==> config.mk <==
export PLATFORM = sky130hd
export DESIGN_NAME = mips_sequencer
export DESIGN_NICKNAME = d
export VERILOG_FILES = /design/src/rtl/mips_ctrl_pkg.sv /design/src/rtl/mips_seq_counter.sv /design/src/rtl/mips_sequencer.sv
export SDC_FILE = /design/constraint.sdc
export NUM_CORES = 1
export LEC_CHECK = 0
export BUFFER_PORTS_ARGS = -buffer_cell sky130_fd_sc_hd__buf_2
export CAP_MARGIN = 5
export CORE_ASPECT_RATIO = 1.25
export CORE_MARGIN = 4
export CORE_UTILIZATION = 59
export DETAILED_ROUTE_END_ITERATION = 12
export HOLD_SLACK_MARGIN = 0.12
export PLACE_DENSITY = 0.85
export SYNTH_ARGS = -nofsm -noshare
export SYNTH_HDL_FRONTEND = slang
export SYNTH_HIERARCHICAL = 1
export SYNTH_SLANG_ARGS = --single-unit
export TNS_END_PERCENT = 5
==> constraint.sdc <==
create_clock -name clk -period 5.92 [get_ports clk]
set_input_delay 1.776 -clock clk [delete_from_list [all_inputs] [get_ports clk]]
set_output_delay 1.776 -clock clk [all_outputs]
set_load 0.03 [all_outputs]
==> src/rtl/mips_ctrl_pkg.sv <==
// rtl/mips_ctrl_pkg.sv - shared types and constants for the MIPS control sequencer
//
// Purpose : state encoding, PC-select codes and default timing parameters
//           used by mips_sequencer.
// Ports   : none (package).
package mips_ctrl_pkg;

  typedef enum logic [2:0] {
    S_FETCH  = 3'd0,
    S_DECODE = 3'd1,
    S_EXEC   = 3'd2,
    S_MEM    = 3'd3,
    S_WB     = 3'd4,
    S_HALT   = 3'd5
  } seq_state_t;

  localparam logic [1:0] PCSEL_SEQ = 2'd0;
  localparam logic [1:0] PCSEL_BR  = 2'd1;
  localparam logic [1:0] PCSEL_JMP = 2'd2;

  localparam int ALU_TIMEOUT_DEFAULT = 64;
  localparam int MEM_LAT_DEFAULT     = 2;

endpackage

==> src/rtl/mips_seq_counter.sv <==
// rtl/mips_seq_counter.sv - loadable down-counter with zero flag
//
// Purpose : generic N-cycle timer. Loaded with N-1, it reads zero on the
//           Nth cycle after the load, which is the cycle that must act.
// Ports   : clk, rst_b (async active-low)
//           load, load_val - synchronous load (priority over dec)
//           dec            - decrement enable, saturates at zero
//           zero           - count is zero
module mips_seq_counter #(
  parameter int W = 8
) (
  input  logic         clk,
  input  logic         rst_b,
  input  logic         load,
  input  logic [W-1:0] load_val,
  input  logic         dec,
  output logic         zero
);

  logic [W-1:0] count;

  always_ff @(posedge clk or negedge rst_b) begin
    if (!rst_b) begin
      count <= '0;
    end else if (load) begin
      count <= load_val;
    end else if (dec && !zero) begin
      count <= count - W'(1);
    end
  end

  assign zero = (count == '0);

endmodule

==> src/rtl/mips_sequencer.sv <==
// rtl/mips_sequencer.sv - multi-cycle FETCH/DECODE/EXEC/MEM/WB control sequencer
//
// Purpose : sequences IR capture, ALU start/ready handshake, data-memory
//           access of MEM_LAT cycles, register write-back, PC update and a
//           sticky halt (halt instruction or ALU timeout).
// Ports   : clk, rst_b (async active-low)
//           dec_*      - decoded instruction attributes
//           alu_ready  - ALU result valid
//           ir_we, alu_start, mem_write_en, mem_read_en, rd_we, pc_we,
//           pc_sel     - datapath strobes
//           halted, alu_err - sticky status
//           state_dbg  - current state, retired - retired-instruction count
module mips_sequencer
  import mips_ctrl_pkg::*;
#(
  parameter int MEM_LAT     = MEM_LAT_DEFAULT,
  parameter int ALU_TIMEOUT = ALU_TIMEOUT_DEFAULT
) (
  input  logic        clk,
  input  logic        rst_b,
  input  logic        dec_halt,
  input  logic        dec_load,
  input  logic        dec_store,
  input  logic        dec_writes_rd,
  input  logic        dec_branch_taken,
  input  logic        dec_jump,
  input  logic        alu_ready,
  output logic        ir_we,
  output logic        alu_start,
  output logic        mem_write_en,
  output logic        mem_read_en,
  output logic        rd_we,
  output logic        pc_we,
  output logic [1:0]  pc_sel,
  output logic        halted,
  output logic        alu_err,
  output logic [2:0]  state_dbg,
  output logic [31:0] retired
);

  localparam int MW = (MEM_LAT > 1) ? $clog2(MEM_LAT) : 1;
  localparam int TW = (ALU_TIMEOUT > 1) ? $clog2(ALU_TIMEOUT) : 1;

  seq_state_t state_q, state_d;

  logic       lt_load, lt_store, lt_wr;
  logic [1:0] pcsel_q;
  logic       mem_first;
  logic       mem_zero, tmo_zero;
  logic       ready_fire, mem_access, tmo_expire;

  assign mem_access = dec_load | dec_store;
  assign ready_fire = (state_q == S_EXEC) && alu_ready;
  // alu_ready on the final allowed cycle still wins over the timeout.
  assign tmo_expire = (state_q == S_EXEC) && !alu_ready && tmo_zero;

  mips_seq_counter #(.W(MW)) u_mem_cnt (
    .clk      (clk),
    .rst_b    (rst_b),
    .load     (ready_fire && mem_access),
    .load_val (MW'(MEM_LAT - 1)),
    .dec      (state_q == S_MEM),
    .zero     (mem_zero)
  );

  mips_seq_counter #(.W(TW)) u_tmo_cnt (
    .clk      (clk),
    .rst_b    (rst_b),
    .load     (state_q == S_DECODE),
    .load_val (TW'(ALU_TIMEOUT - 1)),
    .dec      ((state_q == S_EXEC) && !alu_ready),
    .zero     (tmo_zero)
  );

  always_ff @(posedge clk or negedge rst_b) begin
    if (!rst_b) begin
      state_q <= S_FETCH;
    end else begin
      state_q <= state_d;
    end
  end

  always_comb begin
    state_d = state_q;
    case (state_q)
      S_FETCH:  state_d = S_DECODE;
      S_DECODE: state_d = dec_halt ? S_HALT : S_EXEC;
      S_EXEC: begin
        if (alu_ready) begin
          state_d = mem_access ? S_MEM : S_WB;
        end else if (tmo_zero) begin
          state_d = S_HALT;
        end
      end
      S_MEM: begin
        if (mem_zero) begin
          state_d = lt_load ? S_WB : S_FETCH;
        end
      end
      S_WB:     state_d = S_FETCH;
      S_HALT:   state_d = S_HALT;
      default:  state_d = S_FETCH;
    endcase
  end

  always_comb begin
    ir_we        = 1'b0;
    alu_start    = 1'b0;
    mem_write_en = 1'b0;
    mem_read_en  = 1'b0;
    rd_we        = 1'b0;
    pc_we        = 1'b0;
    pc_sel       = PCSEL_SEQ;
    halted       = 1'b0;
    case (state_q)
      // Reset parks the FSM in FETCH; keep the IR quiet while reset is held.
      S_FETCH:  ir_we = rst_b;
      S_DECODE: alu_start = !dec_halt;
      S_MEM: begin
        mem_read_en  = lt_load;
        mem_write_en = lt_store && mem_first;
        if (lt_store && mem_zero) begin
          pc_we  = 1'b1;
          pc_sel = pcsel_q;
        end
      end
      S_WB: begin
        rd_we  = lt_wr;
        pc_we  = 1'b1;
        pc_sel = pcsel_q;
      end
      S_HALT:   halted = 1'b1;
      default:  ;
    endcase
  end

  // Decode attributes are frozen on the ALU-ready cycle so the inst bus may
  // move on during MEM/WB. A load+store encoding is treated as a load.
  always_ff @(posedge clk or negedge rst_b) begin
    if (!rst_b) begin
      lt_load   <= 1'b0;
      lt_store  <= 1'b0;
      lt_wr     <= 1'b0;
      pcsel_q   <= PCSEL_SEQ;
      mem_first <= 1'b0;
      alu_err   <= 1'b0;
      retired   <= '0;
    end else begin
      if (ready_fire) begin
        lt_load  <= dec_load;
        lt_store <= dec_store & ~dec_load;
        lt_wr    <= dec_writes_rd;
        pcsel_q  <= dec_jump         ? PCSEL_JMP :
                    dec_branch_taken ? PCSEL_BR  : PCSEL_SEQ;
      end
      mem_first <= ready_fire && mem_access;
      if (tmo_expire) begin
        alu_err <= 1'b1;
      end
      if (pc_we) begin
        retired <= retired + 32'd1;
      end
    end
  end

  assign state_dbg = state_q;

endmodule

==> metrics.sh, run 1 <==
CRITICAL_R2R_LAUNCH='state_dbg[2]'
MAX_CAP_VIOLATIONS=0
SYN_AREA_PER_CELL_UM2=10.78
NUMPORTBUFFERS=53
WORSTREGTOREGCELLS=5
POSTCTSSETUPREPAIRBUFS=0
POWER-PER-CELL-AREA_nW_PER_UM2=354.6
CRITICAL_PATH_REQUIRED_NS=4.14
FP.DIEH_UM=82.95
GRT_BUSIEST_LAYER='met2'
MET2_USAGE_PCT=32.54
SLEW_LIMIT_FAILS=0
SEQCELLAREA_UM2=1226
CLOCK_LATENCY_NS=0.30
LARGEST_NET_DEGREE_AT_THE_START_OF_GLOBAL_ROUTING=50
CRIT_PATH_FREQUENT_CELL='sky130_fd_sc_hd__buf_2'
PATH_MAX_FANOUT=2
FINALWIRELENGTH_UM=5273
LEAKAGE_uW=0.001619
YS_SEQ_AREA_SHARE_PCT=46.25
MIN_TO='alu_err'
CTS-ROOT-BUF='sky130_fd_sc_hd__clkbuf_8'
PLACEABLECOREAREA_UM2=4392
MET1_GLOBAL_ROUTE_USAGE_PCT=27.06
R2R-END='u_tmo_cnt/count[3]'
POST_CTS_HOLD_BUFFER_COUNT=0
DRC=0
GRT.OVERFLOW.TOTAL=0
FIRST_GLOBAL_VIAS=1932
SETUP-VIOLATIONS-FINAL=0
SETUP.WORST_PATH.CLASS='in2out'
COUNT_OF_CELL_TYPES_IN_THE_NETLIST=57
ANTENNA_FOUND_INITIAL=0
AREA_GROWTH_PCT=15.48
NUMBER_OF_BUFFERS_INSERTED_DURING_CLOCK_TREE_SYNTHESIS=5
CRIT_PATH_MAX_INCR_DELAY_NS=0.25
VIAS=2011
DIE_FOOTPRINT_UM2=5637
LAYOUT-DRIVE-GT1-SHARE_PCT=28.62
TIMING.HOLD.WORST_PATH_DEPTH=1
WIRE_PER_INST_UM=14.57
CRITICAL_PATH_DATA_ARRIVAL_TIME_NS=2.37
START_UTIL_PCT=60.37
CLK_PATH_BUF_DEPTH=2
RSZ0062_AT_GRT='false'
PATH_CELLS='buf_2, nor3_1, buf_2'
CTS_HTREE_LEVELS=2
CHIPWIDTH_UM=67.96
POST_SYNTH_MAIN_AREA_CONTRIBUTORS='sky130_fd_sc_hd__dfrtp_1 (46%), sky130_fd_sc_hd__xor2_1 (8.3%), sky130_fd_sc_hd__nand2_1 (3.3%)'
LAYOUT.CORE_UTILIZATION_PCT=69.72
NETLIST_AREA_UM2=2651
NETLIST.AREA_LEADER.SHARE_PCT=46.25
SYNTH_SEQ_CELLS=49
DRT_FIRST_ITER_VIOLATIONS=163
POST-ROUTE-PERIOD-UTIL_PCT=70.02
CLK_TRANSITION_REPORTED_PATHS_NS=0.08
ASYNCSETRESETFLOPFRACSYNTH_PCT=100.0
TIMING.FINAL.CRIT_PERIOD_NS=4.145
GRT_FIRST_PASS_WIRELENGTH_UM=8949
HPWL_UM=3831
HOLD_VIOL=0
SYN_INST=246
GLOBAL_ROUTE.USAGE.MET3_PCT=3.924
TIMING.CRITICAL_PATH.BUF_INV=2
TOTAL_CLOCK_SINKS=49
EDFF_COUNT_SYNTH=0
GLOBALROUTETOTALUTIL_PCT=20.27
ANTENNA_LEFT=0
CRITICAL-PATH-SLOWEST-CELL='sky130_fd_sc_hd__buf_2'
GP_CONGESTION=0.7684
WORST_SLEW_MARGIN_REL_PCT=33.08
CP-START-KIND='input pin'
WORST_CLOCK_SKEW_NS=0.007092
FILLERS=352
COMBINED_AREA_OF_THE_MULTI_INPUT_LOGIC_CELLS_UM2=1336
FINAL.SETUP.TNS_NS=0
POSTCTSRESIZEDCELLS=0
STARTPOINT_OF_THE_WORST_HOLD_PATH='alu_err'
WORST_PIN_SLEW_NS=1.004
TRITONCTS='built'
OUTCOME='complete, no violations'
DRT-VIAS-PER-INSTANCE=5.555
DETAIL_ROUTE.FIRST_PASS.ITERATIONS=4
NUM_ROWS=27
CP_TOP_FAMILY='buffers and inverters'
SYNTHESIS.YOSYS.WARNINGS=6
WORSTSETUPENDPOINTTYPE='primary output'
REG_TO_REG_SETUP_TIMING_SLACK_NS=3.38
ANTENNA_CELLS=0
MIN-DELAY-PATH-CLASS='reg2reg'
NUM-NETS-FINAL=315
FMAX_MHz=241.2
SYNTH_LARGEST_AREA_CELL='sky130_fd_sc_hd__dfrtp_1'
SYNTH_FLOP_CELL='sky130_fd_sc_hd__dfrtp_1'
IO_PINS=54
IR_DROP_mV=0.3298
==> where the power goes <==
part	switching, uW	total [uW]	internal, uW
sequential	67.2	466	399
clock	110	247	137
combinational	238	372	134
==> worst register-to-register path: stages (launching register included) <==
cell and delay [ns]:
sky130_fd_sc_hd__dfrtp_1 0.53, sky130_fd_sc_hd__nor3b_1 0.40, sky130_fd_sc_hd__nor2b_1 0.50, sky130_fd_sc_hd__or3b_1 0.46, sky130_fd_sc_hd__or4_1 0.42, sky130_fd_sc_hd__o211ai_1 0.17
==> stage by stage <==
stage / std cells / hold WS [ns] / total power [uW] / instance area (um^2) / setup slack (ns)
finish: 362 / 0.4553 / 1086 / 3062 / 1.775
global placement: 354 / 0.4427 / 831.0 / 2942 / 1.860
floorplan: 252 / 0.4418 / 761.0 / 2674 / 1.657
global route: 362 / 0.4913 / 1159 / 3062 / 1.734
detailed placement: 354 / 0.4426 / 844.2 / 2942 / 1.798
CTS: 362 / 0.4655 / 1096 / 3062 / 1.785
==> layer usage <==
layer | up-vias | wire length [um]
met1 | 978 | 2359
met4 | 0 | 32
met2 | 47 | 2628
met5 | - | 0
li1 | 984 | -
met3 | 2 | 252
==> synth_stat cells, drive strengths merged (2+ instances only) <==
cell type / instances
dfrtp: 49
o2111ai: 2
and3: 8
nor4: 13
o21ai: 5
xnor2: 6
a31oi: 2
ha: 3
o31ai: 3
nor3: 11
nand2: 24
buf: 10
a21oi: 3
or4: 3
or3b: 3
nand2b: 4
mux2: 4
nand3: 7
xor2: 25
and4: 3
nor2: 12
o211ai: 2
and2: 6
nor2b: 2
inv: 9
nor3b: 3
nand4: 8
a32o: 2
==> kinds of logic after synthesis <==
logic type      Yosys count  share of synthesized area, %
compound gates           27                         8.164
xor+xnor                 31                         10.24
fa+ha+maj                 3                         1.416
buf+inv                  19                         4.199
flops                    49                         46.25
mux                       4                         1.840
other cells               1                        0.1414
simple gates            112                         27.75
==> cell type report <==
type / instances / share of cell area (%)
sequential: 49 / 40.05
multi-input combinational: 184 / 43.65
inverter: 9 / 1.103
timing repair buffer: 54 / 8.909
clock inverter: 2 / 1.226
tap: 58 / 2.370
clock buffer: 6 / 2.697
==> state kept, by name (all words and copies together), names as in the netlist <==
| signal | count |
|---|---|
| lt_store | 1 |
| state_dbg | 3 |
| u_tmo_cnt/count | 6 |
| u_mem_cnt/count | 1 |
| mem_first | 1 |
| lt_wr | 1 |
| alu_err | 1 |
| pcsel_q | 2 |
| retired | 32 |
| lt_load | 1 |
==> cells in the final DEF (no fill, tap or decap), types with 2 or more instances in the layout <==
cell,count
sky130_fd_sc_hd__nor2b_1,2
sky130_fd_sc_hd__xnor2_1,6
sky130_fd_sc_hd__nand3_1,7
sky130_fd_sc_hd__nor4_1,5
sky130_fd_sc_hd__nor2_1,11
sky130_fd_sc_hd__o211ai_1,2
sky130_fd_sc_hd__dfrtp_1,49
sky130_fd_sc_hd__mux2_2,3
sky130_fd_sc_hd__nor4_2,6
sky130_fd_sc_hd__or3b_1,2
sky130_fd_sc_hd__o2111ai_1,2
sky130_fd_sc_hd__a21oi_1,3
sky130_fd_sc_hd__buf_2,53
sky130_fd_sc_hd__nor3_1,11
sky130_fd_sc_hd__or4_1,3
sky130_fd_sc_hd__a31oi_1,2
sky130_fd_sc_hd__xor2_1,25
sky130_fd_sc_hd__clkbuf_8,6
sky130_fd_sc_hd__nor4_4,2
sky130_fd_sc_hd__and4_1,2
sky130_fd_sc_hd__o31ai_1,2
sky130_fd_sc_hd__nand2_1,23
sky130_fd_sc_hd__and3_2,2
sky130_fd_sc_hd__o21ai_0,5
sky130_fd_sc_hd__nand2b_1,4
sky130_fd_sc_hd__nand4_4,2
sky130_fd_sc_hd__conb_1,7
sky130_fd_sc_hd__nor3b_1,3
sky130_fd_sc_hd__and2_1,5
sky130_fd_sc_hd__nand4_1,6
sky130_fd_sc_hd__and3_1,6
sky130_fd_sc_hd__inv_1,8
sky130_fd_sc_hd__a32o_1,2
sky130_fd_sc_hd__ha_1,3
==> worst max path at each step <==
stage	start	end	slack (ns)	cells after the start
finish	dec_halt	alu_start	1.77	3
global route	dec_halt	alu_start	1.73	3
CTS	dec_halt	alu_start	1.78	3
detailed placement	dec_halt	alu_start	1.80	3
global placement	dec_halt	alu_start	1.86	3
floorplan	dec_halt	alu_start	1.66	1
(Power assumes the default switching activity.)
==> run 2, diff against run 1 <==
- CORE_UTILIZATION: 59 -> 55
- PLACE_DENSITY: 0.85 -> 0.8
- clock period: 5.92 -> 4 ns (I/O delays scaled with it)
==> run 2 against run 1 <==
Compared with the run above:
- sequential power up 48%
- cell area fell by 0.69%
- critical path depth rose by 1
- global-route usage down 1.8 points
- critical path type is now reg2out
- combinational power rose by 47%
- first-iteration DRC count is 5.5% higher
==> metrics.sh, run 2 (synthesis gave the netlist of run 1 again) <==
OUTCOME='complete, no violations'
FINAL.SETUP.TNS_NS=0
CP-START-KIND='flip-flop'
START_UTIL_PCT=56.48
WORSTSETUPENDPOINTTYPE='primary output'
POWER-PER-CELL-AREA_nW_PER_UM2=507.2
MIN-DELAY-PATH-CLASS='reg2reg'
FP.DIEH_UM=85.63
NUM-NETS-FINAL=315
ANTENNA_FOUND_INITIAL=0
HOLD_VIOL=0
SETUP-VIOLATIONS-FINAL=0
DRT_FIRST_ITER_VIOLATIONS=172
LAYOUT.CELLS.MOST_COMMON='sky130_fd_sc_hd__buf_2'
PATH_MAX_FANOUT=11
CTS_HTREE_LEVELS=2
VIAS=2040
TRITONCTS='built'
PLACEABLECOREAREA_UM2=4695
MOSTFREQUENTLAYOUTCELLS='sky130_fd_sc_hd__buf_2 (53), sky130_fd_sc_hd__dfrtp_1 (49), sky130_fd_sc_hd__xor2_1 (25), sky130_fd_sc_hd__nand2_1 (23)'
DRC=0
LEAKAGE_uW=0.001613
GLOBALROUTETOTALUTIL_PCT=18.51
CLK_PATH_BUF_DEPTH=2
CRITICAL_PATH_DATA_ARRIVAL_TIME_NS=2.05
WORST_CLOCK_SKEW_NS=0.01085
RSZ0062_AT_GRT='false'
GP_CONGESTION=0.7597
COMBINED_AREA_OF_THE_MULTI_INPUT_LOGIC_CELLS_UM2=1336
CTS-ROOT-BUF='sky130_fd_sc_hd__clkbuf_8'
CLK_TRANSITION_REPORTED_PATHS_NS=0.08
FINALWIRELENGTH_UM=5237
CRIT_PATH_MAX_INCR_DELAY_NS=0.52
CRITICAL_PATH_REQUIRED_NS=2.80
GRT.OVERFLOW.TOTAL=0
HPWL_UM=3886
MAX_FLOP_REGISTER='retired'
FMAX_MHz=307.4
ANTENNA_CELLS=0
ANTENNA_LEFT=0
POSTCTSSETUPREPAIRBUFS=0
LAYOUT-DRIVE-GT1-SHARE_PCT=28.62
SEQCELLAREA_UM2=1226
DIE_FOOTPRINT_UM2=6002
CRITICAL-PATH-SLOWEST-CELL='sky130_fd_sc_hd__dfrtp_1'
DETAIL_ROUTE.FIRST_PASS.ITERATIONS=4
SETUP.WORST_PATH.CLASS='reg2out'
CHIPWIDTH_UM=70.10
PATH_CELLS='and3b_1, a32o_1, and2_1, buf_2'
TOTAL_CLOCK_SINKS=49
POST-ROUTE-PERIOD-UTIL_PCT=81.32
LARGEST_REG_FLOPS=32
NUM_ROWS=28
CLOCK_LATENCY_NS=0.30
WORST_PIN_SLEW_NS=0.9939
AREA_GROWTH_PCT=14.68
SLEW_LIMIT_FAILS=0
LARGEST_NET_DEGREE_AT_THE_START_OF_GLOBAL_ROUTING=50
FILLERS=389
IR_DROP_mV=0.3350
IO_PINS=54
HOLD-WORST-SLACK_NS=0.4684
GRT_FIRST_PASS_WIRELENGTH_UM=9018
FIRST_GLOBAL_VIAS=2009
DRT-VIAS-PER-INSTANCE=5.604
WIRE_PER_INST_UM=14.39
TIMING.FINAL.CRIT_PERIOD_NS=3.253
POSTCTSRESIZEDCELLS=0
NUMPORTBUFFERS=53
NUMBER_OF_BUFFERS_INSERTED_DURING_CLOCK_TREE_SYNTHESIS=5
MAX_CAP_VIOLATIONS=0
WORST_SLEW_MARGIN_REL_PCT=33.74
POST_CTS_HOLD_BUFFER_COUNT=0
run 2: critical path, delay by kind of cell, from the launching register on:
kind            cells  cell delay, ns
simple gates        2            0.61
compound gates      1            0.43
flops               1            0.52
buf+inv             1            0.19
run 2: final cells by class:
type	instances	share of cell area, %
Tap cell	60	2.469
Timing Repair Buffer	54	8.971
Sequential cell	49	40.33
Clock inverter	2	0.4527
Inverter	9	1.111
Clock buffer	6	2.716
Multi-Input combinational cell	184	43.95
run 2: per-stage QoR:
step                      util (%)  worst slack (ns)  cells  cell area (um^2)  total power [uW]
after floorplan                  -            0.8889    252              2674              1126
after global placement       62.71             1.092    356              2944              1232
after detailed placement     62.71             1.060    356              2944              1249
after CTS                    64.77            0.7216    364              3040              1555
after global routing         64.77            0.6006    364              3040              1651
final                        64.77            0.7471    364              3040              1542
run 2: report_power, final:
part / internal (uW) / switching (uW) / total [uW]
clock: 140 / 165 / 306
sequential: 591 / 99.8 / 690
combinational: 199 / 347 / 546
run 2: path summary, 6_finish.rpt:
path	startpoint	endpoint	slack [ns]	depth (start not counted)
setup / recovery	state_dbg[2]	pc_sel[0]	0.75	4
hold / removal	alu_err	alu_err	0.47	1
setup reg to reg	state_dbg[2]	u_tmo_cnt/count[5]	1.46	5
hold reg to reg	alu_err	alu_err	0.47	1
max in group asynchronous	rst_b	retired[0]	2.54	2
min in group asynchronous	rst_b	retired[21]	1.06	2
run 2: layer usage:
layer,wire length (um),vias to the layer above,track usage (%)
met3,331,7,3.283
met5,0,-,0
met1,2184,988,23.03
met4,72,0,6.620
li1,-,981,-
met2,2649,64,32.33
